===== src/rtl/block_ram_port_master.sv =====
`default_nettype none
//------------------------------------------------------------------------------
// block_ram_port_master
// Valid/ready front-end for one block-RAM port with a 2-entry read-response
// buffer and a built-in constant fill engine.
// Revision: 1.0
//------------------------------------------------------------------------------
module block_ram_port_master #(
  parameter int DATA_BYTES  = 2,
  parameter int PARITY_BITS = 0,
  parameter int ADDR_WIDTH  = 10,
  localparam int DATA_WIDTH = DATA_BYTES * (8 + PARITY_BITS),
  parameter logic [DATA_WIDTH-1:0] FILL_VAL = '0
) (
  input  logic                  clock,
  input  logic                  resetN,
  input  logic                  reqValid,
  output logic                  reqReady,
  input  logic                  reqWrite,
  input  logic [DATA_BYTES-1:0] reqByteEnable,
  input  logic [ADDR_WIDTH-1:0] reqAddress,
  input  logic [DATA_WIDTH-1:0] reqData,
  output logic                  rspValid,
  input  logic                  rspReady,
  output logic [DATA_WIDTH-1:0] rspData,
  input  logic                  fillStart,
  output logic                  fillBusy,
  output logic                  fillDone,
  output logic                  ramEnable,
  output logic [DATA_BYTES-1:0] ramWriteEnable,
  output logic [ADDR_WIDTH-1:0] ramAddress,
  output logic [DATA_WIDTH-1:0] ramDataIn,
  input  logic [DATA_WIDTH-1:0] ramDataOut
);

  localparam logic [1:0] c_st_idle = 2'd0;
  localparam logic [1:0] c_st_fill = 2'd1;
  localparam logic [1:0] c_st_done = 2'd2;

  localparam logic [ADDR_WIDTH-1:0] c_addr_one  = {{(ADDR_WIDTH-1){1'b0}}, 1'b1};
  localparam logic [ADDR_WIDTH-1:0] c_addr_last = {ADDR_WIDTH{1'b1}};

  logic [1:0]            r_state;
  logic                  r_inflight;
  logic [1:0]            r_count;
  logic [DATA_WIDTH-1:0] r_head;
  logic [DATA_WIDTH-1:0] r_tail;
  logic [ADDR_WIDTH-1:0] r_fill_addr;

  logic w_idle;
  logic w_credit;
  logic w_accept;
  logic w_push;
  logic w_pop;

  // A read costs a buffer slot from acceptance on, so the buffer can never overflow.
  assign w_idle   = (r_state == c_st_idle);
  assign w_credit = (({1'b0, r_count} + {2'b00, r_inflight}) < 3'd2);
  assign reqReady = resetN & w_idle & ~fillStart & w_credit;
  assign w_accept = reqValid & reqReady;

  assign rspValid = (r_count != 2'd0);
  assign rspData  = r_head;
  assign w_pop    = rspValid & rspReady;
  assign w_push   = r_inflight;

  assign fillBusy = (r_state != c_st_idle);
  assign fillDone = (r_state == c_st_done);

  always_comb begin
    ramEnable      = 1'b0;
    ramWriteEnable = '0;
    ramAddress     = '0;
    ramDataIn      = '0;
    if (resetN) begin
      case (r_state)
        c_st_idle: begin
          ramEnable      = w_accept;
          ramWriteEnable = (w_accept & reqWrite) ? reqByteEnable : '0;
          ramAddress     = reqAddress;
          ramDataIn      = reqData;
        end
        c_st_fill: begin
          ramEnable      = 1'b1;
          ramWriteEnable = {DATA_BYTES{1'b1}};
          ramAddress     = r_fill_addr;
          ramDataIn      = FILL_VAL;
        end
        default: ;
      endcase
    end
  end

  always_ff @(posedge clock or negedge resetN) begin
    if (!resetN) begin
      r_state     <= c_st_idle;
      r_fill_addr <= '0;
    end else begin
      case (r_state)
        c_st_idle: begin
          if (fillStart) r_state <= c_st_fill;
        end
        c_st_fill: begin
          r_fill_addr <= r_fill_addr + c_addr_one;
          if (r_fill_addr == c_addr_last) r_state <= c_st_done;
        end
        c_st_done: r_state <= c_st_idle;
        default:   r_state <= c_st_idle;
      endcase
    end
  end

  // r_head is the visible output word; it keeps its value once the buffer drains.
  always_ff @(posedge clock or negedge resetN) begin
    if (!resetN) begin
      r_inflight <= 1'b0;
      r_count    <= 2'd0;
      r_head     <= '0;
      r_tail     <= '0;
    end else begin
      r_inflight <= w_accept & ~reqWrite;
      case ({w_push, w_pop})
        2'b10: begin
          if (r_count == 2'd0) r_head <= ramDataOut;
          else                 r_tail <= ramDataOut;
          r_count <= r_count + 2'd1;
        end
        2'b01: begin
          if (r_count == 2'd2) r_head <= r_tail;
          r_count <= r_count - 2'd1;
        end
        2'b11: begin
          if (r_count == 2'd1) begin
            r_head <= ramDataOut;
          end else begin
            r_head <= r_tail;
            r_tail <= ramDataOut;
          end
        end
        default: ;
      endcase
    end
  end

endmodule
`default_nettype wire


===== config.mk =====
export PLATFORM = sky130hd
export DESIGN_NAME = block_ram_port_master
export DESIGN_NICKNAME = d
export VERILOG_FILES = /design/src/rtl/block_ram_port_master.sv
export SDC_FILE = /design/constraint.sdc
export NUM_CORES = 1
export LEC_CHECK = 0
export BUFFER_PORTS_ARGS = -buffer_cell sky130_fd_sc_hd__buf_2
export CAP_MARGIN = 20
export CORE_MARGIN = 8
export CORE_UTILIZATION = 45
export CTS_CLUSTER_SIZE = 14
export DETAILED_ROUTE_END_ITERATION = 10
export PLACE_DENSITY = 0.7
export SYNTH_ARGS = -nofsm -noshare
export SYNTH_HDL_FRONTEND = slang
export SYNTH_SLANG_ARGS = --single-unit

===== constraint.sdc =====
create_clock -name clock -period 3 [get_ports clock]
set_clock_uncertainty 0.1 [all_clocks]
set_input_delay 0.75 -clock clock [delete_from_list [all_inputs] [get_ports clock]]
set_output_delay 0.75 -clock clock [all_outputs]
set_load 0.02 [all_outputs]

==> impl_metrics.tcl <==
set metrics [dict create \
    synth_top_family_by_area "compound AO/OA/AOI/OAI gates" \
    seqPwrFrac 0.427 \
    slew_headroom 0.402 \
    yosys.area.top_type "dfrtp_1" \
    synth-simple-area-share 0.130 \
    sw_frac_of_total 0.400 \
    drive_above_1_share 0.386 \
    layout_common_cells "buf_2 (98), dfrtp_1 (47), o21ai_0 (32), a31oi_1 (32), nor2_1 (20)" \
    finalSetupViolCount 0 \
    rr_worst_depth 8 \
    htree_levels 2 \
    period_share 0.917 \
    final_common_cell "buf_2" \
    clk_latency_ns 0.30 \
    whs_path_depth 1 \
    drv_cap 0 \
    cts.sinks 47 \
    finalNetCount 408 \
    timing.rr.end "r_tail[9]$_DFFE_PN0P_" \
    vias 2253 \
    die_y_um 91.9 \
    die-area_mm2 0.00845 \
    fmax_mhz 364 \
    antenna_found_initial 0 \
    drc_errors 0 \
    fin_crit_ns 2.75 \
    p_int_uw 1360 \
    instances_no_fill 422 \
    avgRoutedWirePerCell_um 16.2 \
    grt_usage 0.160 \
    grt_max_degree 48 \
    cts_buffers 5 \
    crit_top_cell "buf_2" \
    postCtsSetupBuffers 0 \
    synth-seq-cells 47 \
    hp-class "flop to flop" \
    synth_mux_area_frac 0.127 \
    avgSynthCellArea_um2 10.2 \
    power.switching_uw 909 \
    hp-start "r_tail[5]$_DFFE_PN0P_" \
    wl_um 6850 \
    ys.warnings.count 0 \
    clkTransAtPathRegs_ns 0.08 \
    grt_pass1_wl_um 11300 \
    dr.pass1.iters 4 \
    rows 27 \
    fin_setup_tns_ns 0 \
    syn_to_final_growth_pct 24.3 \
    yosysSeqAreaShare 0.453 \
    routed_via_density 5.34 \
    use_met2 0.275 \
    p_leak_uw 0.00169 \
    netlist_area_mm2 0.00259 \
    fp.dieW_um 91.9 \
    status "finished clean" \
    ios 99 \
    start_util 0.468 \
    gp_congestion 0.790 \
    min_to "r_tail[5]$_DFFE_PN0P_" \
    hold_buffers 0 \
    cp_slowest_cell "a211oi_1" \
    dp.cells 415 \
    synth.area.top_cells "dfrtp_1 (45%), a31oi_1 (7.7%), o21ai_0 (6.2%)" \
    regToRegSetupSlack_ns 0.38 \
    tritoncts "built" \
    worst_path_largest_cell_delay_ns 0.55 \
    maxSlewViolCount 0 \
    detailed_place_hpwl_um 5070 \
    power_density_mw_per_mm2 704 \
    ir_drop_mv 0.348 \
    syn_nets 313 \
    synthXorXnorAreaFrac 0.0371 \
    cts_buffer_depth 2 \
    worst_slew_pin_slew_ns 0.894 \
    start_kind "input port" \
    core-area_mm2 0.00554 \
    rsz0062_at_grt "no" \
    grt-busiest-layer "met2" \
    crit_path_end_kind "primary output" \
    grt_pass1_vias 2371 \
    crit_fanout 5 \
    cts_resized 0 \
    required_ns 2.15 \
    crit_type "input port to primary output" \
    synth_cell_types 33 \
    drtAntennaViolNets 0 \
    synth_compound_area_frac 0.160 \
    pwr-share-clk 0.170 \
    synth_fa_ha_area_frac 0.0386 \
    comb_power_share 0.404 \
    synthCells 255 \
    overflow 0 \
    arrival_ns 1.90 \
    cts_root_buf "clkbuf_8" \
    finalHoldViolations 0 \
    port_buffers 98 \
    grtUsageMet3 0.0407 \
    insertedDiodeCount 0 \
    path_cells "buf_2, a211oi_1, a41oi_1, nor2_1, buf_2" \
    drt_iter0_markers 163 \
    synthDominantCellAreaShare 0.453 \
    r2r_start "r_count[0]$_DFFE_PN0P_" \
    grtUsageMet1 0.192 \
]
[synth_stat cells]
master / count
mux2i_1: 10
nand4_1: 3
xor2_1: 5
a211oi_1: 1
a41oi_1: 2
buf_6: 2
and2_1: 17
nand2b_1: 3
nor2_1: 20
xnor2_1: 6
buf_2: 5
or2_2: 1
inv_1: 7
nand2_1: 5
ha_1: 8
nor4_1: 1
nand3_1: 4
o221a_2: 1
and2_4: 1
nor3_1: 2
nand4b_1: 1
buf_12: 1
clkbuf_1: 12
a31oi_1: 32
and4_1: 1
a211o_1: 1
dfrtp_1: 47
a21oi_1: 2
mux2_4: 10
mux2_2: 7
and3_1: 2
o21ai_0: 32
nor2b_1: 3
[flip-flops by register name, indices dropped and copies added, names as in the netlist]
register and flops:
r_inflight 1, r_tail 16, r_fill_addr 10, r_state 2, r_count 2, rspData 16
[layout make-up]
| cell class | count | area (um2) |
|---|---|---|
| fillers | 521 | 2320 |
| multi-input cells | 181 | 1280 |
| flip-flops and latches | 47 | 1180 |
| repair buffers | 108 | 566 |
| well taps | 72 | 90.1 |
| clock buffers | 6 | 82.6 |
| inverters | 7 | 26.3 |
| clock inverters | 1 | 5.00 |
[critical path, delay by kind of cell]
family / cells / cell delay, ns
buffers and inverters: 2 / 0.28
and+or+nand+nor: 1 / 0.11
AOI/OAI and AO/OA: 2 / 0.75
[cell families (layout without fill, tap and decap cells)]
kind of cell	count (synthesis)	count (layout)
XOR/XNOR	11	11
adder cells (fa/ha/maj)	8	8
buffers and inverters	27	122
flip-flops	47	47
AO/OA/AOI/OAI	71	71
multiplexers	27	27
AND/OR/NAND/NOR	64	64
[power groups by stage]
stage	clock network, uW	logic, uW	registers (uW)
3_3_place_gp	0	908	978
3_5_place_dp	0	931	979
5_1_grt	418	1020	995
6_report	385	916	969
4_1_cts	391	931	969
2_1_floorplan	0	487	1090
[metal layers]
metal  part of all wire  wire (um)
met2               0.50       3410
met1               0.43       2920
met5                  0          0
met3              0.063        430
met4              0.013         87
[how the worst max path moves through the flow]
| stage | startpoint | endpoint | slack [ns] | cells after the start |
|---|---|---|---|---|
| floorplan | fillStart | ramWriteEnable[0] | 0.55 | 3 |
| global placement | fillStart | ramWriteEnable[1] | 0.33 | 5 |
| detailed placement | fillStart | ramWriteEnable[0] | 0.23 | 5 |
| CTS | fillStart | ramWriteEnable[0] | 0.22 | 5 |
| global route | fillStart | ramWriteEnable[1] | 0.13 | 5 |
| finish | fillStart | ramWriteEnable[0] | 0.25 | 5 |
[metrics by stage]
step / worst slack (ns) / total power [uW] / utilization / area, um2 / hold slack [ns]
2_1_floorplan: 0.551 / 1570 / - / 2590 / 0.354
3_3_place_gp: 0.330 / 1890 / 0.566 / 3140 / 0.384
3_5_place_dp: 0.231 / 1910 / 0.566 / 3140 / 0.388
4_1_cts: 0.225 / 2290 / 0.582 / 3220 / 0.410
5_1_grt: 0.126 / 2430 / 0.582 / 3220 / 0.423
6_report: 0.250 / 2270 / 0.582 / 3220 / 0.408
Power figures use the tool's default switching activity.
